--- src/rtl/sub_pkg.sv ---
// Shared definitions for the pipelined borrow-lookahead subtractor.
//   GROUP_W         : width of one borrow-lookahead group (fixed at 4)
//   group_payload_t : per-group slice of a stage payload; diff holds resolved difference bits,
//                     a_rem/b_rem hold operand bits not yet resolved
//   width_ok()      : elaboration-time check of the WIDTH / GROUPS_PER_STAGE combination
package sub_pkg;

   localparam int unsigned GROUP_W = 4;

   typedef struct packed {
      logic [GROUP_W-1:0] diff;
      logic [GROUP_W-1:0] a_rem;
      logic [GROUP_W-1:0] b_rem;
   } group_payload_t;

   function automatic bit width_ok(input int unsigned width, input int unsigned gps);
      return (width != 0) && (gps != 0) && (width % GROUP_W == 0) &&
             (width % (GROUP_W * gps) == 0);
   endfunction

endpackage

--- src/rtl/borrow_lookahead_group_4.sv ---
// One 4-bit borrow-lookahead group.
//   a_i, b_i     : operand nibbles (minuend, subtrahend)
//   bin_i        : borrow into the group
//   d_o          : difference nibble
//   group_gen_o  : group generates a borrow regardless of bin_i
//   group_prop_o : group passes bin_i through to its borrow out
module borrow_lookahead_group_4
   import sub_pkg::*;
(
   input  logic [GROUP_W-1:0] a_i,
   input  logic [GROUP_W-1:0] b_i,
   input  logic               bin_i,
   output logic [GROUP_W-1:0] d_o,
   output logic               group_gen_o,
   output logic               group_prop_o
);

   logic [3:0] gen;
   logic [3:0] prop;
   logic [3:0] borrow;

   assign gen  = ~a_i & b_i;
   assign prop = ~(a_i ^ b_i);

   // Flattened lookahead: every bit borrow comes straight from bin_i, no ripple.
   assign borrow[0] = bin_i;
   assign borrow[1] = gen[0] | (prop[0] & bin_i);
   assign borrow[2] = gen[1] | (prop[1] & gen[0]) | (prop[1] & prop[0] & bin_i);
   assign borrow[3] = gen[2] | (prop[2] & gen[1]) | (prop[2] & prop[1] & gen[0]) |
                      (&prop[2:0] & bin_i);

   assign d_o = a_i ^ b_i ^ borrow;

   assign group_gen_o  = gen[3] | (prop[3] & gen[2]) | (prop[3] & prop[2] & gen[1]) |
                         (&prop[3:1] & gen[0]);
   assign group_prop_o = &prop;

endmodule

--- src/rtl/pipelined_borrow_lookahead_subtractor.sv ---
// Pipelined unsigned subtractor: out_diff_o = in_a_i - in_b_i - in_bin_i (mod 2^WIDTH).
// Each stage resolves GROUPS_PER_STAGE 4-bit groups and registers the result; STAGES stages.
// Ports:
//   clk, rst_n                : clock (rising edge), asynchronous active-low reset
//   in_valid_i / in_ready_o   : input handshake
//   in_a_i, in_b_i, in_bin_i  : minuend, subtrahend, borrow in
//   out_valid_o / out_ready_i : output handshake
//   out_diff_o, out_bout_o    : difference, borrow out (1 = underflow)
//   out_sat_o                 : saturation applied
// Build option: define SUB_SATURATE_EN to clamp underflowing results to 0 and raise out_sat_o;
// otherwise the result wraps and out_sat_o is tied 0.
module pipelined_borrow_lookahead_subtractor
   import sub_pkg::*;
#(
   parameter int unsigned WIDTH            = 16,
   parameter int unsigned GROUPS_PER_STAGE = 2
) (
   input  logic             clk,
   input  logic             rst_n,
   input  logic             in_valid_i,
   output logic             in_ready_o,
   input  logic [WIDTH-1:0] in_a_i,
   input  logic [WIDTH-1:0] in_b_i,
   input  logic             in_bin_i,
   output logic             out_valid_o,
   input  logic             out_ready_i,
   output logic [WIDTH-1:0] out_diff_o,
   output logic             out_bout_o,
   output logic             out_sat_o
);

   localparam int unsigned NGROUPS = WIDTH / GROUP_W;
   localparam int unsigned STAGES  = WIDTH / (GROUP_W * GROUPS_PER_STAGE);

   if (!width_ok(WIDTH, GROUPS_PER_STAGE)) begin : g_bad_width
      $error("WIDTH must be a nonzero multiple of 4*GROUPS_PER_STAGE");
   end

   group_payload_t [NGROUPS-1:0] pay_in [STAGES];
   group_payload_t [NGROUPS-1:0] pay_d  [STAGES];
   group_payload_t [NGROUPS-1:0] pay_q  [STAGES];

   logic [STAGES-1:0]  valid_in, valid_q;
   logic [STAGES-1:0]  borrow_in, borrow_d, borrow_q;
   logic [STAGES-1:0]  load, advance;
   logic [NGROUPS-1:0] grp_gen, grp_prop, grp_bin, grp_bout;
   logic [GROUP_W-1:0] grp_d [NGROUPS];

   // Stage inputs: stage 0 from the ports, later stages from the previous register.
   for (genvar k = 0; k < STAGES; k++) begin : g_stage_in
      if (k == 0) begin : g_first
         assign valid_in[0]  = in_valid_i;
         assign borrow_in[0] = in_bin_i;
         for (genvar g = 0; g < NGROUPS; g++) begin : g_grp
            assign pay_in[0][g] = '{diff:  '0,
                                    a_rem: in_a_i[g*GROUP_W +: GROUP_W],
                                    b_rem: in_b_i[g*GROUP_W +: GROUP_W]};
         end
      end else begin : g_rest
         assign valid_in[k]  = valid_q[k-1];
         assign borrow_in[k] = borrow_q[k-1];
         assign pay_in[k]    = pay_q[k-1];
      end
   end

   // One group instance per nibble; it works on the stage that owns it.
   for (genvar g = 0; g < NGROUPS; g++) begin : g_group
      localparam int unsigned S = g / GROUPS_PER_STAGE;

      if (g % GROUPS_PER_STAGE == 0) begin : g_head
         assign grp_bin[g] = borrow_in[S];
      end else begin : g_chain
         assign grp_bin[g] = grp_bout[g-1];
      end

      borrow_lookahead_group_4 u_group (
         .a_i          (pay_in[S][g].a_rem),
         .b_i          (pay_in[S][g].b_rem),
         .bin_i        (grp_bin[g]),
         .d_o          (grp_d[g]),
         .group_gen_o  (grp_gen[g]),
         .group_prop_o (grp_prop[g])
      );

      assign grp_bout[g] = grp_gen[g] | (grp_prop[g] & grp_bin[g]);
   end

   // Next payload: the owned slice becomes resolved, everything else passes through.
   for (genvar k = 0; k < STAGES; k++) begin : g_stage_d
      assign borrow_d[k] = grp_bout[(k+1)*GROUPS_PER_STAGE-1];
      for (genvar g = 0; g < NGROUPS; g++) begin : g_grp
         if (g / GROUPS_PER_STAGE == k) begin : g_own
            assign pay_d[k][g] = '{diff: grp_d[g], a_rem: '0, b_rem: '0};
         end else begin : g_pass
            assign pay_d[k][g] = pay_in[k][g];
         end
      end
   end

   // Ready chain: a stage loads when empty or when its contents move on this cycle.
   assign advance[STAGES-1] = out_ready_i;
   for (genvar k = 0; k < STAGES; k++) begin : g_hs
      if (k < STAGES - 1) begin : g_mid
         assign advance[k] = load[k+1];
      end
      assign load[k] = !valid_q[k] || advance[k];
   end
   assign in_ready_o = load[0];

   always_ff @(posedge clk or negedge rst_n) begin
      if (!rst_n) begin
         valid_q  <= '0;
         borrow_q <= '0;
         for (int unsigned k = 0; k < STAGES; k++) pay_q[k] <= '0;
      end else begin
         for (int unsigned k = 0; k < STAGES; k++) begin
            if (load[k]) begin
               valid_q[k] <= valid_in[k];
               // Data only moves with a real beat, so an idle stage keeps its last value.
               if (valid_in[k]) begin
                  pay_q[k]    <= pay_d[k];
                  borrow_q[k] <= borrow_d[k];
               end
            end
         end
      end
   end

   logic [WIDTH-1:0]   diff_w;
   logic [NGROUPS-1:0] unused_rem;
   for (genvar g = 0; g < NGROUPS; g++) begin : g_out
      assign diff_w[g*GROUP_W +: GROUP_W] = pay_q[STAGES-1][g].diff;
      assign unused_rem[g] = ^{pay_q[STAGES-1][g].a_rem, pay_q[STAGES-1][g].b_rem};
   end

   assign out_valid_o = valid_q[STAGES-1];
   assign out_bout_o  = borrow_q[STAGES-1];

`ifdef SUB_SATURATE_EN
   assign out_diff_o = borrow_q[STAGES-1] ? '0 : diff_w;
   assign out_sat_o  = borrow_q[STAGES-1];
`else
   assign out_diff_o = diff_w;
   assign out_sat_o  = 1'b0;
`endif

endmodule

--- config.mk ---
export PLATFORM = sky130hd
export DESIGN_NAME = pipelined_borrow_lookahead_subtractor
export DESIGN_NICKNAME = d
export VERILOG_FILES = /design/src/rtl/sub_pkg.sv /design/src/rtl/borrow_lookahead_group_4.sv /design/src/rtl/pipelined_borrow_lookahead_subtractor.sv
export SDC_FILE = /design/constraint.sdc
export NUM_CORES = 1
export LEC_CHECK = 0
export ABC_AREA = 1
export CAP_MARGIN = 30
export CELL_PAD_IN_SITES_DETAIL_PLACEMENT = 1
export CELL_PAD_IN_SITES_GLOBAL_PLACEMENT = 2
export CORE_ASPECT_RATIO = 1.1
export CORE_MARGIN = 3
export CORE_UTILIZATION = 27
export CTS_BUF_LIST = sky130_fd_sc_hd__clkbuf_8
export CTS_CLUSTER_SIZE = 14
export DETAILED_ROUTE_END_ITERATION = 7
export GPL_TIMING_DRIVEN = 0
export HOLD_SLACK_MARGIN = 0.06
export PLACE_DENSITY = 0.76
export SKIP_CTS_REPAIR_TIMING = 1
export SLEW_MARGIN = 20
export SYNTH_ARGS = -nofsm -noshare
export SYNTH_HDL_FRONTEND = slang
export SYNTH_SLANG_ARGS = --single-unit
--- constraint.sdc ---
create_clock -name clk -period 1.77 [get_ports clk]
set_input_delay 0.354 -clock clk [delete_from_list [all_inputs] [get_ports clk]]
set_output_delay 0.354 -clock clk [all_outputs]
set_load 0.02 [all_outputs]
==> results by group, run 1 <==
Layout
  – NumNets Final: 412
  – Syn-to-layout area delta: 42.5%
  – Commonest non-fill, non-tap cell in the layout: nand2_1
  – Most frequent cells in the layout: 94 x nand2_1, 49 x clkdlybuf4s50_1, 44 x dfrtp_1, 22 x inv_1
  – Ant. Diodes: 0
  – Layout cell share with drive strength beyond 1: 0.185
  – Post-route cell area: 3400 µm²

Synthesis
  – Flops & latches, synth: 44
  – Cell area after synthesis: 2380 µm²
  – Largest cells by area after synthesis: dfrtp_1 46%, nand2_1 15%, ha_1 8.4%
  – Top-area cell type share of the netlist area: 0.462
  – Leading area contributor after synthesis: dfrtp_1
  – Syn_area_per_cell: 8.39 µm²
  – Mapped Cells: 284
  – Yosys warns: 0
  – Netlist cell types: 26
  – Seq/Total Area, Yosys: 0.462
  – Syn Nets: 341

Setup path
  – Crit Path Category: in -> reg
  – Slowest stage delay, CP: 0.53 ns
  – Worst setup EP type: flip-flop
  – Critical Path RT: 1.97 ns
  – Delay-heaviest family, CP: adder cells
  – Reg2Reg Depth: 7
  – R2R setup slack: 0.08 ns
  – Reg2reg start: pay_in[25]
  – CP Max Fanout: 4
  – Reg2reg end: out_diff_o[12]
  – Buf/Inv on CP: 2
  – Startpoint Class: input port
  – Max stage delay cell, worst path: clkdlybuf4s50_1
  – Cells along the critical path: clkdlybuf4s50_1, ha_4, nand2_2, inv_2, nand3_4, nand2_4, fa_2, xor2_1, o21ai_1
  – Worst path arrival time: 1.99 ns

Outcome
  – Failing checks: negative setup slack
  – Status: finished, violations left

STA
  – Fmax: 560 MHz
  – Clock skew: 0.00746 ns
  – Setup-failing EPs final: 1
  – RSZ-0062 raised after global routing: yes
  – Final Hold Viols: 0
  – Worst setup margin: -0.0160 ns
  – TNS Setup: -0.0160 ns
  – Pins Over Slew Limit: 0
  – Hold_ws: 0.472 ns
  – Period minus WS final: 1.79 ns
  – Fin crit share: 1.01

GRT
  – Initial antenna violation count: 0
  – Number of global-route vias before repair: 2114
  – Global route overflow: 0
  – Largest net degree at the start of global routing: 26
  – Global-route wire length before repair: 9.80 mm
  – All-Layer GR Usage: 0.123

Routing
  – DRC: 0
  – Routed len/inst: 13.0 µm
  – Via count: 2027
  – Pre-Repair DR Iteration Count: 4
  – Initial DRC count: 51
  – Post-Route WL: 6.06 mm
  – Via density per instance: 4.34
  – Final ANT Viol Nets: 0

CTS
  – Max Buffers Root-to-Sink: 2
  – CTS clk-pin slew, worst paths: 0.10 ns
  – Worst skew pair latency: 0.31 ns
  – Clk sinks: 44
  – Clock Root Buffer: clkbuf_8
  – H-Tree Depth: 2
  – Num CTS Buffers: 5
  – CTS tree: built

Job
  – MaxCap Viol Count: 0

Min path
  – Hold Crit Depth: 3
  – Hold path start: in_b_i[0]
  – Hold endpoint: pay_d[8]
  – Tightest Hold Check Type: in -> reg

Floorplanning
  – Core Area: 8500 µm²
  – Initial Util: 0.280
  – Top Ports: 57
  – Die area: 9990 µm²
  – Row count: 35
  – DIE HEIGHT: 105 µm
  – DIE WIDTH: 95.6 µm

Place
  – Post-Place Cell Area: 3090 µm²
  – Port-buffer cells: 55
  – Hpwl dp: 4.54 mm
  – Final GP Congestion: 0.738

Pwr
  – Total power: 3.75 mW
  – Static Leakage: 1.68 nW
  – Pwr per Cell Area: 1100 nW/µm²
  – Peak VDD IR: 0.310 mV
## metrics by stage
step                cells  worst slack, ns   util
detailed placement    451           -0.500  0.363
finish                467          -0.0160  0.400
global route          467          -0.0684  0.400
global placement      450           -0.919  0.362
CTS                   459           -0.223  0.375
floorplan             284           0.0194      -
## power by group
group          internal, mW  switching [mW]
Clock                 0.291           0.395
Sequential             1.27           0.171
Combinational         0.764           0.855
## worst min-delay path, stage by stage
cell            delay [ns]
dlymetal6s2s_1        0.14
fa_1                  0.18
o21ai_0               0.07
## logic make-up after synthesis
family	count (synthesis)	share of synthesized area
AOI/OAI and AO/OA	32	0.0746
xor gates and xnor gates	5	0.0184
adders and majority gates	20	0.118
buffers and inverters	42	0.0720
DFF	44	0.462
other	1	0.00157
and+or+nand+nor	140	0.254
## registers in the layout, indices dropped and copies added (netlist names)
register and cells:
out_diff_o 16, borrow_q 2, valid_q 2, pay_d 8
pay_in 16
## Yosys cell counts
cell type	count
a211oi_1	2
a21o_1	1
a21oi_1	9
a21oi_2	2
a31oi_1	2
and2_1	1
buf_2	8
buf_4	1
clkinv_1	2
conb_1	1
dfrtp_1	44
fa_1	4
ha_1	16
inv_1	29
inv_2	2
nand2_1	97
nand2_2	9
nand2_4	2
nand3_1	11
nand3_2	3
nand3b_1	1
nand4_1	1
nor2_1	15
o21ai_0	4
o21ai_1	12
xor2_1	5
## worst max-delay path by stage
stage / slack (ns) / from / depth (start not counted) / endpoint
floorplan: 0.02 / pay_in[26] / 8 / out_diff_o[13]
global placement: -0.92 / rst_n / 1 / pay_d[9]
detailed placement: -0.50 / in_a_i[0] / 10 / pay_d[21]
CTS: -0.22 / out_ready_i / 4 / in_ready_o
global route: -0.07 / in_a_i[2] / 10 / pay_d[21]
finish: -0.02 / in_b_i[3] / 9 / pay_d[21]
## final cells by class
class | count | area, µm²
buffer | 9 | 47.5
clock buffer | 5 | 68.8
clock inverter | 3 | 26.3
fill | 1019 | 5100
inverter | 33 | 126
multi-input combinational | 198 | 1250
sequential | 44 | 1100
tap | 111 | 139
timing repair buffer | 64 | 641
## layer usage
layer	track usage	part of all wire	vias up
met2	0.207	0.49	39
met5	0	0	-
met1	0.156	0.46	953
li1	-	-	1028
met3	0.0210	0.041	7
met4	0.0427	0.016	0
Note: power is estimated with default switching activity, not from simulation.
==> run 2, diff against run 1 <==
--- a/config.mk
+++ b/config.mk
@@ -6,7 +6,7 @@
 export NUM_CORES = 1
 export LEC_CHECK = 0
 export ABC_AREA = 1
-export CAP_MARGIN = 30
+export CAP_MARGIN = 0
 export CELL_PAD_IN_SITES_DETAIL_PLACEMENT = 1
 export CELL_PAD_IN_SITES_GLOBAL_PLACEMENT = 2
 export CORE_ASPECT_RATIO = 1.1
==> results of run 2 <==
Final layout, timing and power as in run 1 (identical DEF).
